$ cat config.mk
export PLATFORM = sky130hd
export DESIGN_NAME = flag_register_unit_flat
export DESIGN_NICKNAME = d
export VERILOG_FILES = /design/src/rtl/kgp_flags_pkg.sv /design/src/rtl/flag_register_unit_if.sv /design/src/rtl/flag_stack.sv /design/src/rtl/flag_register_unit.sv /design/src/flat_wrapper.sv
export SDC_FILE = /design/constraint.sdc
export NUM_CORES = 1
export LEC_CHECK = 0
export BUFFER_PORTS_ARGS = -buffer_cell sky130_fd_sc_hd__buf_2
export CAP_MARGIN = 20
export CORE_MARGIN = 2
export CORE_UTILIZATION = 42
export DETAILED_ROUTE_END_ITERATION = 6
export GPL_TIMING_DRIVEN = 1
export PLACE_DENSITY = 0.75
export SLEW_MARGIN = 10
export SYNTH_ARGS = -nofsm -noshare
export SYNTH_HDL_FRONTEND = slang
export SYNTH_HIERARCHICAL = 1
export SYNTH_SLANG_ARGS = --single-unit
export TNS_END_PERCENT = 10
$ cat constraint.sdc
create_clock -name clk -period 1.99 [get_ports clk]
set_clock_uncertainty 0.15 [all_clocks]
set_input_delay 0.0995 -clock clk [delete_from_list [all_inputs] [get_ports clk]]
set_output_delay 0.0995 -clock clk [all_outputs]
set_load 0.005 [all_outputs]
$ cat src/rtl/kgp_flags_pkg.sv
// ---------------------------------------------------------------------------
// kgp_flags_pkg
// Constants shared by the flag register unit and the branch decision logic:
// flag vector width and bit positions, the pending-counter state encoding,
// and the branch opcode constants.
// ---------------------------------------------------------------------------
package kgp_flags_pkg;

    localparam int unsigned FLAG_W = 3;
    localparam int unsigned FLAG_Z = 0;
    localparam int unsigned FLAG_S = 1;
    localparam int unsigned FLAG_C = 2;

    // Branch opcodes consumed by the branch decision logic
    localparam logic [5:0] OP_B    = 6'b101011;
    localparam logic [5:0] OP_BL   = 6'b101000;
    localparam logic [5:0] OP_BZ   = 6'b110001;
    localparam logic [5:0] OP_BNZ  = 6'b110010;
    localparam logic [5:0] OP_BLTZ = 6'b110000;
    localparam logic [5:0] OP_BCY  = 6'b101001;
    localparam logic [5:0] OP_BNCY = 6'b101010;

    typedef enum logic {
        PendIdle,
        PendWait
    } pend_state_e;

endpackage

$ cat src/rtl/flag_register_unit_if.sv
// ---------------------------------------------------------------------------
// flag_register_unit_if
// Bundles the flag-write, call/return and flag-status signals of the flag
// register unit.
//   master : issuing side (drives wr_*/alu_*/push/pop, observes flags)
//   slave  : flag register unit
// ---------------------------------------------------------------------------
interface flag_register_unit_if #(
    parameter int unsigned DATA_W = 32
);
    logic              wr_issue;
    logic              wr_valid;
    logic [2:0]        wr_mask;     // {C,S,Z}
    logic [DATA_W-1:0] alu_result;
    logic              alu_carry;
    logic              push;
    logic              pop;
    logic              fZero;
    logic              fSign;
    logic              fCarry;
    logic              flags_ready;
    logic              stk_full;
    logic              stk_empty;
    logic              err;

    modport master (
        output wr_issue, wr_valid, wr_mask, alu_result, alu_carry, push, pop,
        input  fZero, fSign, fCarry, flags_ready, stk_full, stk_empty, err
    );

    modport slave (
        input  wr_issue, wr_valid, wr_mask, alu_result, alu_carry, push, pop,
        output fZero, fSign, fCarry, flags_ready, stk_full, stk_empty, err
    );
endinterface

$ cat src/rtl/flag_stack.sv
// ---------------------------------------------------------------------------
// flag_stack
// LIFO of WIDTH-bit entries, DEPTH deep (power of two, >= 2).
//   clk, rst     : clock, synchronous active-low reset (clears pointer)
//   i_push/i_pop : push i_data / pop top entry; both at once -> neither
//   i_data       : value to push
//   o_top        : current top entry (valid when !o_empty)
//   o_full/o_empty
//   o_pop_ok     : pop accepted this cycle
//   o_overflow   : push while full, o_underflow : pop while empty
//   o_conflict   : push and pop in the same cycle
// ---------------------------------------------------------------------------
module flag_stack #(
    parameter int unsigned WIDTH = 3,
    parameter int unsigned DEPTH = 4
) (
    input  logic             clk,
    input  logic             rst,
    input  logic             i_push,
    input  logic             i_pop,
    input  logic [WIDTH-1:0] i_data,
    output logic [WIDTH-1:0] o_top,
    output logic             o_full,
    output logic             o_empty,
    output logic             o_pop_ok,
    output logic             o_overflow,
    output logic             o_underflow,
    output logic             o_conflict
);
    localparam int unsigned AW = $clog2(DEPTH);

    // Pointer is one bit wider than the index so it can hold DEPTH
    logic [AW:0]      r_sp;
    logic [WIDTH-1:0] r_mem [DEPTH];
    logic             w_push_ok;
    logic [AW-1:0]    w_top_idx;

    assign o_full      = (r_sp == (AW+1)'(DEPTH));
    assign o_empty     = (r_sp == '0);
    assign w_push_ok   = i_push && !i_pop && !o_full;
    assign o_pop_ok    = i_pop && !i_push && !o_empty;
    assign o_overflow  = i_push && !i_pop && o_full;
    assign o_underflow = i_pop && !i_push && o_empty;
    assign o_conflict  = i_push && i_pop;

    assign w_top_idx = r_sp[AW-1:0] - AW'(1);
    assign o_top     = r_mem[w_top_idx];

    always_ff @(posedge clk) begin
        if (!rst) begin
            r_sp <= '0;
        end else if (w_push_ok) begin
            r_sp <= r_sp + (AW+1)'(1);
        end else if (o_pop_ok) begin
            r_sp <= r_sp - (AW+1)'(1);
        end
    end

    always_ff @(posedge clk) begin
        if (w_push_ok) begin
            r_mem[r_sp[AW-1:0]] <= i_data;
        end
    end
endmodule

$ cat src/rtl/flag_register_unit.sv
// ---------------------------------------------------------------------------
// flag_register_unit
// Registers Zero/Sign/Carry from ALU results, tracks in-flight flag-writing
// ops (flags_ready) and saves/restores flags on call/return via flag_stack.
//   clk  : clock, all state on rising edge
//   rst  : synchronous active-low reset
//   bus  : flag_register_unit_if.slave (wr_issue, wr_valid, wr_mask,
//          alu_result, alu_carry, push, pop in; fZero, fSign, fCarry,
//          flags_ready, stk_full, stk_empty, err out)
// Build option: FLAG_BYPASS_EN -- flag outputs and flags_ready reflect a
// same-cycle wr_valid combinationally; register contents are unchanged.
// ---------------------------------------------------------------------------
module flag_register_unit
    import kgp_flags_pkg::*;
#(
    parameter int unsigned DATA_W    = 32,
    parameter int unsigned MAX_PEND  = 3,
    parameter int unsigned STK_DEPTH = 4
) (
    input logic               clk,
    input logic               rst,
    flag_register_unit_if.slave bus
);
    localparam int unsigned PEND_W = $clog2(MAX_PEND + 1);

    logic [PEND_W-1:0] r_pend, w_pend_d;
    logic [FLAG_W-1:0] r_flags, w_flags_d, w_new_flags, w_base_flags;
    logic [FLAG_W-1:0] w_stk_top, w_out_flags;
    logic              r_err;
    logic              w_pend_err;
    logic              w_stk_full, w_stk_empty, w_pop_ok;
    logic              w_overflow, w_underflow, w_conflict;
    pend_state_e       w_pend_state;

    flag_stack #(
        .WIDTH (FLAG_W),
        .DEPTH (STK_DEPTH)
    ) u_stack (
        .clk         (clk),
        .rst         (rst),
        .i_push      (bus.push),
        .i_pop       (bus.pop),
        .i_data      (r_flags),
        .o_top       (w_stk_top),
        .o_full      (w_stk_full),
        .o_empty     (w_stk_empty),
        .o_pop_ok    (w_pop_ok),
        .o_overflow  (w_overflow),
        .o_underflow (w_underflow),
        .o_conflict  (w_conflict)
    );

    // Pending counter: issue and valid together cancel out
    always_comb begin
        w_pend_d   = r_pend;
        w_pend_err = 1'b0;
        case ({bus.wr_issue, bus.wr_valid})
            2'b10: begin
                if (r_pend == PEND_W'(MAX_PEND)) w_pend_err = 1'b1;
                else                             w_pend_d   = r_pend + PEND_W'(1);
            end
            2'b01: begin
                if (r_pend == '0) w_pend_err = 1'b1;
                else              w_pend_d   = r_pend - PEND_W'(1);
            end
            default: ;
        endcase
    end

    // Popped value is the base; masked ALU bits override it
    always_comb begin
        w_new_flags         = '0;
        w_new_flags[FLAG_Z] = (bus.alu_result == '0);
        w_new_flags[FLAG_S] = bus.alu_result[DATA_W-1];
        w_new_flags[FLAG_C] = bus.alu_carry;
        w_base_flags        = w_pop_ok ? w_stk_top : r_flags;
        for (int i = 0; i < FLAG_W; i++) begin
            w_flags_d[i] = (bus.wr_valid && bus.wr_mask[i]) ? w_new_flags[i] : w_base_flags[i];
        end
    end

    always_ff @(posedge clk) begin
        if (!rst) begin
            r_pend  <= '0;
            r_flags <= '0;
            r_err   <= 1'b0;
        end else begin
            r_pend  <= w_pend_d;
            r_flags <= w_flags_d;
            r_err   <= r_err | w_pend_err | w_overflow | w_underflow | w_conflict;
        end
    end

    assign w_pend_state = (r_pend == '0) ? PendIdle : PendWait;

`ifdef FLAG_BYPASS_EN
    assign w_out_flags     = bus.wr_valid ? w_flags_d : r_flags;
    assign bus.flags_ready = (w_pend_state == PendIdle) ||
                             ((r_pend == PEND_W'(1)) && bus.wr_valid && !bus.wr_issue);
`else
    assign w_out_flags     = r_flags;
    assign bus.flags_ready = (w_pend_state == PendIdle);
`endif

    assign bus.fZero     = w_out_flags[FLAG_Z];
    assign bus.fSign     = w_out_flags[FLAG_S];
    assign bus.fCarry    = w_out_flags[FLAG_C];
    assign bus.stk_full  = w_stk_full;
    assign bus.stk_empty = w_stk_empty;
    assign bus.err       = r_err;
endmodule

$ cat src/flat_wrapper.sv
// flat-port wrapper written by rule: the top's interface ports become plain ports
module flag_register_unit_flat import kgp_flags_pkg::*;
#(
    parameter int unsigned DATA_W    = 32,
    parameter int unsigned MAX_PEND  = 3,
    parameter int unsigned STK_DEPTH = 4
)
  (clk, rst, bus_wr_issue, bus_wr_valid, bus_wr_mask, bus_alu_result, bus_alu_carry, bus_push, bus_pop, bus_fZero, bus_fSign, bus_fCarry, bus_flags_ready, bus_stk_full, bus_stk_empty, bus_err);
  flag_register_unit_if #(.DATA_W(DATA_W)) bus_i ();
  input logic clk;
  input logic rst;
  input wire logic [$bits(bus_i.wr_issue)-1:0] bus_wr_issue;
  input wire logic [$bits(bus_i.wr_valid)-1:0] bus_wr_valid;
  input wire logic [$bits(bus_i.wr_mask)-1:0] bus_wr_mask;
  input wire logic [$bits(bus_i.alu_result)-1:0] bus_alu_result;
  input wire logic [$bits(bus_i.alu_carry)-1:0] bus_alu_carry;
  input wire logic [$bits(bus_i.push)-1:0] bus_push;
  input wire logic [$bits(bus_i.pop)-1:0] bus_pop;
  output wire logic [$bits(bus_i.fZero)-1:0] bus_fZero;
  output wire logic [$bits(bus_i.fSign)-1:0] bus_fSign;
  output wire logic [$bits(bus_i.fCarry)-1:0] bus_fCarry;
  output wire logic [$bits(bus_i.flags_ready)-1:0] bus_flags_ready;
  output wire logic [$bits(bus_i.stk_full)-1:0] bus_stk_full;
  output wire logic [$bits(bus_i.stk_empty)-1:0] bus_stk_empty;
  output wire logic [$bits(bus_i.err)-1:0] bus_err;
  assign bus_i.wr_issue = bus_wr_issue;
  assign bus_i.wr_valid = bus_wr_valid;
  assign bus_i.wr_mask = bus_wr_mask;
  assign bus_i.alu_result = bus_alu_result;
  assign bus_i.alu_carry = bus_alu_carry;
  assign bus_i.push = bus_push;
  assign bus_i.pop = bus_pop;
  assign bus_fZero = bus_i.fZero;
  assign bus_fSign = bus_i.fSign;
  assign bus_fCarry = bus_i.fCarry;
  assign bus_flags_ready = bus_i.flags_ready;
  assign bus_stk_full = bus_i.stk_full;
  assign bus_stk_empty = bus_i.stk_empty;
  assign bus_err = bus_i.err;
  flag_register_unit #(.DATA_W(DATA_W), .MAX_PEND(MAX_PEND), .STK_DEPTH(STK_DEPTH)) u_core (.clk(clk), .rst(rst), .bus(bus_i));
endmodule
==> impl_metrics.tcl, run 1 <==
set metrics [dict create \
    outcome "complete, no violations" \
    hpwl_um 2088 \
    yosysTopAreaCell "edfxtp_1" \
    cts_made_buffers 3 \
    wirelength_um 3033 \
    register_area_um2 543.0 \
    p_per_area_nw_per_um2 619.4 \
    hold_violations 0 \
    leakagePower_nw 0.8061 \
    netlist_instances 103 \
    ys_warn_count 6 \
    start_kind "flop" \
    startpoint "u_core/u_stack/r_sp[0]" \
    peakVddDrop_mv 0.4150 \
    die_area_um2 3192 \
    min_path_type "primary input to flop" \
    routabilityCongestion 0.8267 \
    maxCapViolCount 0 \
    switching_share_pct 29.44 \
    syn_area_um2 1157 \
    met3_usage_pct 4.608 \
    vias 1133 \
    worst_slack_ps 64.28 \
    multi_input_area_um2 590.6 \
    tritoncts "done" \
    cts_max_level 1 \
    cts_root_buf "clkbuf_4" \
    worstSetupEndpointType "flop" \
    min_period_ps 1926 \
    cp.required_ps 2110 \
    power_switching_w 0.0003167 \
    comb_power_share_pct 32.7 \
    ioPinCount 49 \
    r2r_cells 9 \
    crit_path_end "u_core/u_stack/r_sp[2]" \
    avgRoutedWirePerCell_um 14.24 \
    nets 232 \
    die_w_um 56.50 \
    io_buffers 48 \
    synth_edf_count 12 \
    critPathMaxFanout 3 \
    ys_types 35 \
    area_growth_pct 50.05 \
    synth.area.top_cells "edfxtp_1, dfxtp_1, ha_1, mux4_2, nand2_1" \
    track_usage_pct 20.78 \
    ant_nets 0 \
    netlist.area_leader.share_pct 31.14 \
    r2r-start "u_core/u_stack/r_sp[0]" \
    seq_power_share_pct 47.9 \
    num_antenna_cells 0 \
    whs_ps 21.73 \
    grt.busiest_layer "met2" \
    final_layout_size_suffix_gt1_share_pct 40.11 \
    antenna_found_initial 0 \
    tns_ps 0 \
    dr.first_iter.drc_count 26 \
    max_freq_mhz 519.3 \
    intPower_w 0.0007591 \
    grt_pass1_vias 1151 \
    setup_viol 0 \
    grt_start_max_net_pins 13 \
    ys_seq_area_share_pct 46.70 \
    grt_use_met1_pct 25.52 \
    worstMarginPinSlew_ps 370.9 \
    grt_overflow 0 \
    report.final.slew_viol_count 0 \
    timing_worst_setup_path_type "flop to flop" \
    clkPwrFrac_pct 19.4 \
    first_pass_iters 4 \
    routed_via_density 5.319 \
    drc 0 \
    fill_cells 201 \
    ys_ff_latch 21 \
    clk_latency_ps 310 \
    synthArstFlopShare_pct 0 \
    clockBufferDepth 2 \
    core_area_um2 2686 \
    r2r_slack_ps 60 \
    slew_headroom_pct 75.18 \
    path_clk_slew_ps 120 \
    clock-sinks 21 \
    synthesis.nets 152 \
    rsz0062_at_grt "false" \
    synth-main-ff-cell "edfxtp_1" \
    rr_endpoint "u_core/u_stack/r_sp[2]" \
    timing.final.crit_share_pct 96.77 \
    die_h_um 56.50 \
    cp.arrival_ps 2050 \
    place_ws_ps 77.84 \
    num_rows 19 \
    initial_core_util_pct 43.08 \
    synth_area_per_cell_um2 11.24 \
    finalPower_w 0.001076 \
    grt_pass1_wl_um 5050 \
    grt_util_met2_pct 34.05 \
    postCtsSetupRepairBufs 0 \
]
final cells by class:
cell class / count / share of cell area (%)
well taps: 31 / 2.233
multi-input cells: 73 / 34.01
flip-flops and latches: 21 / 31.27
clock buffers: 3 / 1.297
clock inverters: 1 / 0.2882
repair buffers: 75 / 28.96
inverters: 9 / 1.945
layer usage:
layer	share of wire, %	routed length (um)
met1	43	1294
met2	48	1441
met3	7.7	233
met4	2.1	63
met5	0	0
registers in the layout, summed over array words and instances (netlist names):
register	flops
u_core/r_pend	2
u_core/u_stack/r_sp	3
u_core/bus.err	1
u_core/r_flags	3
u_core/u_stack/r_mem	12
cells in the final DEF, fill, tap and decap left out, types with 2 or more instances in the layout:
cell	n
buf_4	3
and3_2	3
ha_2	2
clkbuf_4	3
nor4_1	5
dfxtp_1	7
or4_1	3
inv_1	9
dlygate4sd3_1	24
nand3_1	2
edfxtp_1	12
nand2_1	13
nor2_1	5
nand2b_1	2
ha_1	5
buf_2	48
dfxtp_2	2
mux2i_1	5
mux4_2	3
o211a_1	3
through the flow:
| step | std cells | util [%] | area [um^2] |
|---|---|---|---|
| after floorplan | 103 | - | 1161 |
| final | 213 | 64.65 | 1737 |
| after detailed placement | 185 | 54.45 | 1463 |
| after global placement | 185 | 54.45 | 1463 |
| after global routing | 213 | 64.65 | 1737 |
| after CTS | 213 | 64.42 | 1730 |
critical path, stage by stage, from the launching register on:
cell	delay, ps
dfxtp_2	350
inv_1	70
ha_2	210
nand2_2	70
nand2_1	60
xnor2_1	140
ha_2	190
nor4b_2	310
a221o_1	190
o211a_1	140
worst min path at each step:
stage / startpoint / endpoint / slack, ps / cells past startpoint
after floorplan: rst / u_core/bus.err / 70 / 1
after global placement: bus_alu_result[31] / u_core/r_flags[1] / 210 / 2
after detailed placement: bus_alu_carry / u_core/r_flags[2] / 220 / 2
after CTS: bus_alu_result[12] / u_core/r_flags[0] / 2 / 4
after global routing: bus_alu_result[12] / u_core/r_flags[0] / 30 / 4
final: bus_alu_result[11] / u_core/r_flags[0] / 20 / 4
cells in the mapped netlist, types with 2 or more instances:
library cell / number
mux4_2: 3
ha_1: 7
nand3_1: 2
edfxtp_1: 12
or4_1: 3
dfxtp_1: 9
nand2b_1: 2
and3_2: 3
nand2_1: 14
inv_1: 9
nor2_1: 5
o211a_1: 3
mux2i_1: 5
nor4_1: 5
timing repair:
| action | in CTS | in global routing |
|---|---|---|
| hold buffers | 24 | 0 |
| hold endpoints to repair | 8 | 0 |
| setup endpoints to repair | 0 | 1 |
| gates resized for setup | 0 | 3 |
logic make-up (layout without fill, tap and decap cells):
family / Yosys count / count (layout) / share of synthesized area, %
flip-flops: 21 / 21 / 46.70
AND/OR/NAND/NOR: 44 / 44 / 21.73
AO/OA/AOI/OAI: 12 / 12 / 9.406
buffers and inverters: 9 / 88 / 2.919
multiplexers: 8 / 8 / 10.16
XOR/XNOR: 2 / 2 / 1.514
adder cells (fa/ha/maj): 7 / 7 / 7.567
power by group through the flow:
stage | Combinational [W] | Clock, W | Sequential (W)
after floorplan | 0.000178 | 0 | 0.000531
after global placement | 0.000299 | 0 | 0.000523
after detailed placement | 0.000308 | 0 | 0.000525
after CTS | 0.000340 | 0.000213 | 0.000515
after global routing | 0.000383 | 0.000229 | 0.000519
final | 0.000352 | 0.000209 | 0.000515
Note: power is estimated with default switching activity, not from simulation.
==> run 2, diff against run 1 <==
ABC_AREA = 1   (was default)
==> run 2 against run 1 <==
Clock power hardly changed. Wire length is 9.2% lower. Utilization is 5.0 points lower. Clock-buffer cell count stayed put. Combinational power is 1% higher. Hold slack better by 28 ps. Total power is 1.8% higher. Worst setup slack better by 110 ps. Synthesized area is 2.6% higher. Register-to-register slack better by 110 ps.
==> impl_metrics.tcl, run 2 <==
set metrics [dict create \
    ys_seq_area_share_pct 45.52 \
    intPower_w 0.0007339 \
    syn_area_um2 1187 \
    cts_max_level 1 \
    io_buffers 48 \
    grt_pass1_wl_um 4429 \
    clkPwrFrac_pct 19.3 \
    routed_via_density 4.651 \
    clockBufferDepth 2 \
    cp.required_ps 2050 \
    synth.most_common_cell "nor2_1" \
    start_kind "flop" \
    leakagePower_nw 0.7639 \
    ys_warn_count 6 \
    worstMarginPinSlew_ps 338.7 \
    final_common_cell "buf_2" \
    yosysTopAreaCell "edfxtp_1" \
    utilization_pct 59.65 \
    synthTopCellsByCount "nor2_1, nand2_1, inv_1" \
    synth_area_per_cell_um2 7.761 \
    tritoncts "done" \
    clk_latency_ps 310 \
    slowest_stage "dfxtp_1" \
    nets 268 \
    core_area_um2 2710 \
    dr.first_iter.drc_count 15 \
    min_period_ps 1811 \
    grt_pass1_vias 1089 \
    critPathMaxFanout 6 \
    num_antenna_cells 0 \
    avgRoutedWirePerCell_um 11.06 \
    ys_types 22 \
    cts_made_buffers 3 \
    first_pass_iters 4 \
    die_h_um 57.17 \
    cts_hold_buffers 10 \
    setup_viol 0 \
    final_layout_size_suffix_gt1_share_pct 31.65 \
    report.final.slew_viol_count 0 \
    vias 1158 \
    finalPower_w 0.001095 \
    power_switching_w 0.0003614 \
    timing_worst_setup_path_type "flop to flop" \
    critPathMaxStageDelay_ps 350 \
    antenna_found_initial 0 \
    track_usage_pct 17.47 \
    seq_power_share_pct 48.1 \
    p_per_area_nw_per_um2 677.6 \
    path_buf_inv 2 \
    ant_nets 0 \
    path_clk_slew_ps 130 \
    netlist.area_leader.share_pct 30.35 \
    routabilityCongestion 0.7991 \
    die_w_um 57.17 \
    cts_resized 0 \
    maxCapViolCount 0 \
    cts_root_buf "clkbuf_4" \
    rsz0062_at_grt "false" \
    synth_edf_count 12 \
    ioPinCount 49 \
    synth.area.top_cells "edfxtp_1, dfxtp_1, nor2_1, nand2_1, ha_1" \
    synth-main-ff-cell "edfxtp_1" \
    num_rows 19 \
    wirelength_um 2755 \
    synthArstFlopShare_pct 0 \
    tns_ps 0 \
    peakVddDrop_mv 0.4561 \
    area_growth_pct 36.14 \
    largest_register_ffs 12 \
    die_area_um2 3268 \
    final_cell_mix "buf_2, nor2_1, nand2_1, inv_1, edfxtp_1" \
    netlist_instances 153 \
    cp.arrival_ps 1870 \
    hpwl_um 2088 \
    grt_overflow 0 \
    min_path_type "primary input to flop" \
    clock-sinks 21 \
    postCtsSetupRepairBufs 0 \
    comb_power_share_pct 32.6 \
    timing.final.crit_share_pct 90.99 \
    worstSetupEndpointType "flop" \
    crit_chain "inv_1, ha_1, nand2_2, nand3_4, xor2_1, ha_1, inv_1, nand2_1, nand2_1, nand3_1, nand2_1, nor2_1" \
    switching_share_pct 32.99 \
    grt_start_max_net_pins 13 \
    hold_violations 0 \
    outcome "complete, no violations" \
    slew_headroom_pct 77.34 \
    cp_common_cell "nand2_1" \
    max_freq_mhz 552.3 \
    ys_ff_latch 21 \
    path_delay_family "simple AND/OR/NAND/NOR gates" \
    initial_core_util_pct 43.81 \
    synthesis.nets 202 \
    drc 0 \
]
## run 2: cell count changes in the layout (fill, tap and decap cells not counted), sizes merged, moves of 3 or more
cell / delta
nor2: +37
nand2: +22
dlygate4sd3: -14
inv: +11
o21ai: +8
mux2i: -5
nor4: -4
a21oi: +3
and3: -3
mux4: -3
nand2b: -3
o211a: -3
or4: -3
## run 2: per-stage QoR
step                      instance area [um^2]  hold WS, ps  std cells  worst slack, ps
after floorplan                           1187        70.24        153            65.11
after global placement                    1489        232.1        235            248.8
after detailed placement                  1489        242.4        235            203.9
after CTS                                 1617        19.47        249            184.3
after global routing                      1617        62.39        249            18.20
final                                     1617        50.21        249            179.3
## run 2: power by group through the flow
stage | clock network (W) | registers (W) | logic [W]
after floorplan | 0 | 0.000539 | 0.000201
after global placement | 0 | 0.000535 | 0.000333
after detailed placement | 0 | 0.000537 | 0.000338
after CTS | 0.000215 | 0.000527 | 0.000356
after global routing | 0.000231 | 0.000533 | 0.000397
final | 0.000211 | 0.000527 | 0.000357
## run 2: cells by family (layout without fill, tap and decap cells)
kind of cell	Yosys count	in the layout	synth area share [%]
adders and majority gates	7	7	7.376
AOI/OAI and AO/OA	19	19	9.062
xor gates and xnor gates	2	2	1.476
buffers and inverters	20	85	6.322
and+or+nand+nor	84	84	30.24
DFF	21	21	45.52
## run 2: path summary, 6_finish.rpt
kind                          startpoint                endpoint  slack, ps  depth (start not counted)
setup / recovery  u_core/u_stack/r_sp[1]  u_core/u_stack/r_sp[2]        180                         12
hold / removal              bus_wr_valid       u_core/r_flags[1]         50                          4
setup reg to reg  u_core/u_stack/r_sp[1]  u_core/u_stack/r_sp[2]        180                         12
hold reg to reg         u_core/r_pend[1]        u_core/r_pend[1]        390                          2
## run 2: area by class of cell
class,count,area (um^2)
timing repair buffer,61,362.8
clock inverter,1,5.005
tap,31,38.79
inverter,20,75.07
multi-input combinational,112,571.8
fill,268,1094
sequential,21,540.5
clock buffer,3,22.52
## run 2: tightest hold or removal path, delay by kind of cell
family	cells	cell delay (ps)
buf+inv	1	120
compound gates	2	180
simple gates	1	80
## run 2: metal layers
metal,share of wire (%),vias to the layer above,GRT usage [%]
li1,-,621,-
met1,44,499,21.65
met2,50,36,30.71
met3,4.5,2,2.041
met4,0.98,0,7.309
met5,0,-,0
==> run 3, diff against run 2 <==
GPL_TIMING_DRIVEN = 0   (was 1)
==> run 3 against run 2 <==
Sequential power up 2%. Non-clock buffer count up 3. Register-to-register slack worse by 40 ps. First-iteration DRC count rose to 2.7 times the previous value. Clock power down 3%. Sequential share of layout area down 0.33 points. Critical endpoint unchanged. Largest cell class unchanged. Highest routed layer unchanged.
==> impl_metrics.tcl, run 3 (synthesis gave the netlist of run 2 again) <==
set metrics [dict create \
    start_kind "flop" \
    finalPower_w 0.001112 \
    nets 271 \
    clkPwrFrac_pct 18.4 \
    critPathMaxFanout 5 \
    first_pass_iters 4 \
    report.final.slew_viol_count 0 \
    wirelength_um 2880 \
    dr.first_iter.drc_count 40 \
    clock-sinks 21 \
    drc 0 \
    intPower_w 0.0007463 \
    final_cell_mix "buf_2, nor2_1, nand2_1, inv_1, edfxtp_1" \
    num_antenna_cells 0 \
    antenna_found_initial 0 \
    p_per_area_nw_per_um2 671.8 \
    hold_violations 0 \
    maxCapViolCount 0 \
    final_layout_size_suffix_gt1_share_pct 34.39 \
    switching_share_pct 32.89 \
    initial_core_util_pct 43.81 \
    routabilityCongestion 0.7581 \
    tritoncts "done" \
    die_area_um2 3268 \
    grt_overflow 0 \
    area_growth_pct 39.41 \
    clockBufferDepth 2 \
    leakagePower_nw 0.7787 \
    die_w_um 57.17 \
    final_common_cell "buf_2" \
    min_period_ps 1855 \
    tns_ps 0 \
    timing_worst_setup_path_type "flop to flop" \
    cts_made_buffers 3 \
    die_h_um 57.17 \
    core_area_um2 2710 \
    crit_chain "inv_1, ha_2, nand2_2, nand3_4, xor2_1, ha_1, inv_1, nand2_1, nand2_1, nand3_1, nand2_1, nor2_1" \
    track_usage_pct 17.30 \
    min_path_type "primary input to flop" \
    ioPinCount 49 \
    grt_pass1_vias 1061 \
    routed_via_density 4.849 \
    max_freq_mhz 539.1 \
    fill_cells 253 \
    largest_register_ffs 12 \
    grt_pass1_wl_um 4388 \
    worstMarginPinSlew_ps 342.0 \
    clk_latency_ps 300 \
    num_rows 19 \
    power_switching_w 0.0003657 \
    vias 1222 \
    path_clk_slew_ps 120 \
    outcome "complete, no violations" \
    cp.required_ps 2050 \
    grt_start_max_net_pins 13 \
    cp.arrival_ps 1910 \
    io_buffers 48 \
    timing.final.crit_share_pct 93.21 \
    utilization_pct 61.08 \
    ant_nets 0 \
    seq_power_share_pct 48.4 \
    comb_power_share_pct 33.3 \
    slowest_stage "dfxtp_4" \
    peakVddDrop_mv 0.4154 \
    slew_headroom_pct 77.12 \
    setup_viol 0 \
    cp_common_cell "nand2_1" \
    cts_root_buf "clkbuf_4" \
    avgRoutedWirePerCell_um 11.43 \
    hpwl_um 2000 \
    cts_max_level 1 \
    worstSetupEndpointType "flop" \
    critPathMaxStageDelay_ps 390 \
]
run 3: changes by cell type in the layout (fill, tap and decap cells not counted):
cell / before / now
dfxtp_1: 9 / 7
buf_4: 3 / 6
inv_2: 3 / 2
ha_2: 0 / 1
a21oi_1: 3 / 2
inv_4: 0 / 1
ha_1: 7 / 6
a21oi_2: 1 / 2
dfxtp_4: 0 / 2
run 3: critical path, delay by kind of cell (launching register included):
family	cells	cell delay (ps)
fa+ha+maj	2	380
simple gates	7	530
flops	1	390
buf+inv	2	150
xor+xnor	1	160
run 3: path summary, 6_finish.rpt:
check,startpoint,endpoint,slack (ps),depth (start not counted)
worst max-delay path,u_core/u_stack/r_sp[1],u_core/u_stack/r_sp[2],140,12
worst min register to register,u_core/u_stack/r_sp[1],u_core/u_stack/r_sp[1],360,2
worst max register to register,u_core/u_stack/r_sp[1],u_core/u_stack/r_sp[2],140,12
worst min-delay path,bus_wr_valid,u_core/r_flags[1],50,4
run 3: power groups by stage:
stage	registers (W)	logic [W]	clock network, W
2_1_floorplan	0.000539	0.000201	0
6_report	0.000538	0.000370	0.000204
4_1_cts	0.000540	0.000322	0.000214
5_1_grt	0.000543	0.000410	0.000228
3_5_place_dp	0.000549	0.000304	0
3_3_place_gp	0.000547	0.000300	0
run 3: timing repair:
| action | 4_1_cts | 5_1_grt |
|---|---|---|
| pin swaps | 0 | 0 |
| resized for setup | 2 | 5 |
| setup buffers | 0 | 6 |
| endpoints found under the setup margin | 2 | 1 |
| endpoints found under the hold margin | 9 | 0 |
| gates cloned | 0 | 0 |
| hold buffers | 10 | 0 |
run 3: stage by stage:
stage,hold WS [ps],instances,instance area (um^2),worst slack [ps]
CTS,33.76,246,1598,26.77
finish,46.54,252,1655,135.2
global placement,240.1,232,1466,-131.6
detailed placement,243.4,232,1466,-138.5
global route,77.38,252,1655,-13.96
floorplan,70.24,153,1187,65.11
run 3: area by class of cell:
class	count	area, um^2	area share, %
flip-flops and latches	21	548.0	33.11
well taps	31	38.79	2.343
clock inverters	1	5.005	0.3023
clock buffers	3	22.52	1.361
inverters	20	77.57	4.686
repair buffers	64	385.4	23.28
multi-input cells	112	578.1	34.92
run 3: per-layer routing:
metal,track usage [%],vias up,wire length (um)
met5,0,-,0
met4,6.977,0,27
met3,2.268,2,148
met2,31.36,42,1539
met1,20.58,554,1164
li1,-,624,-
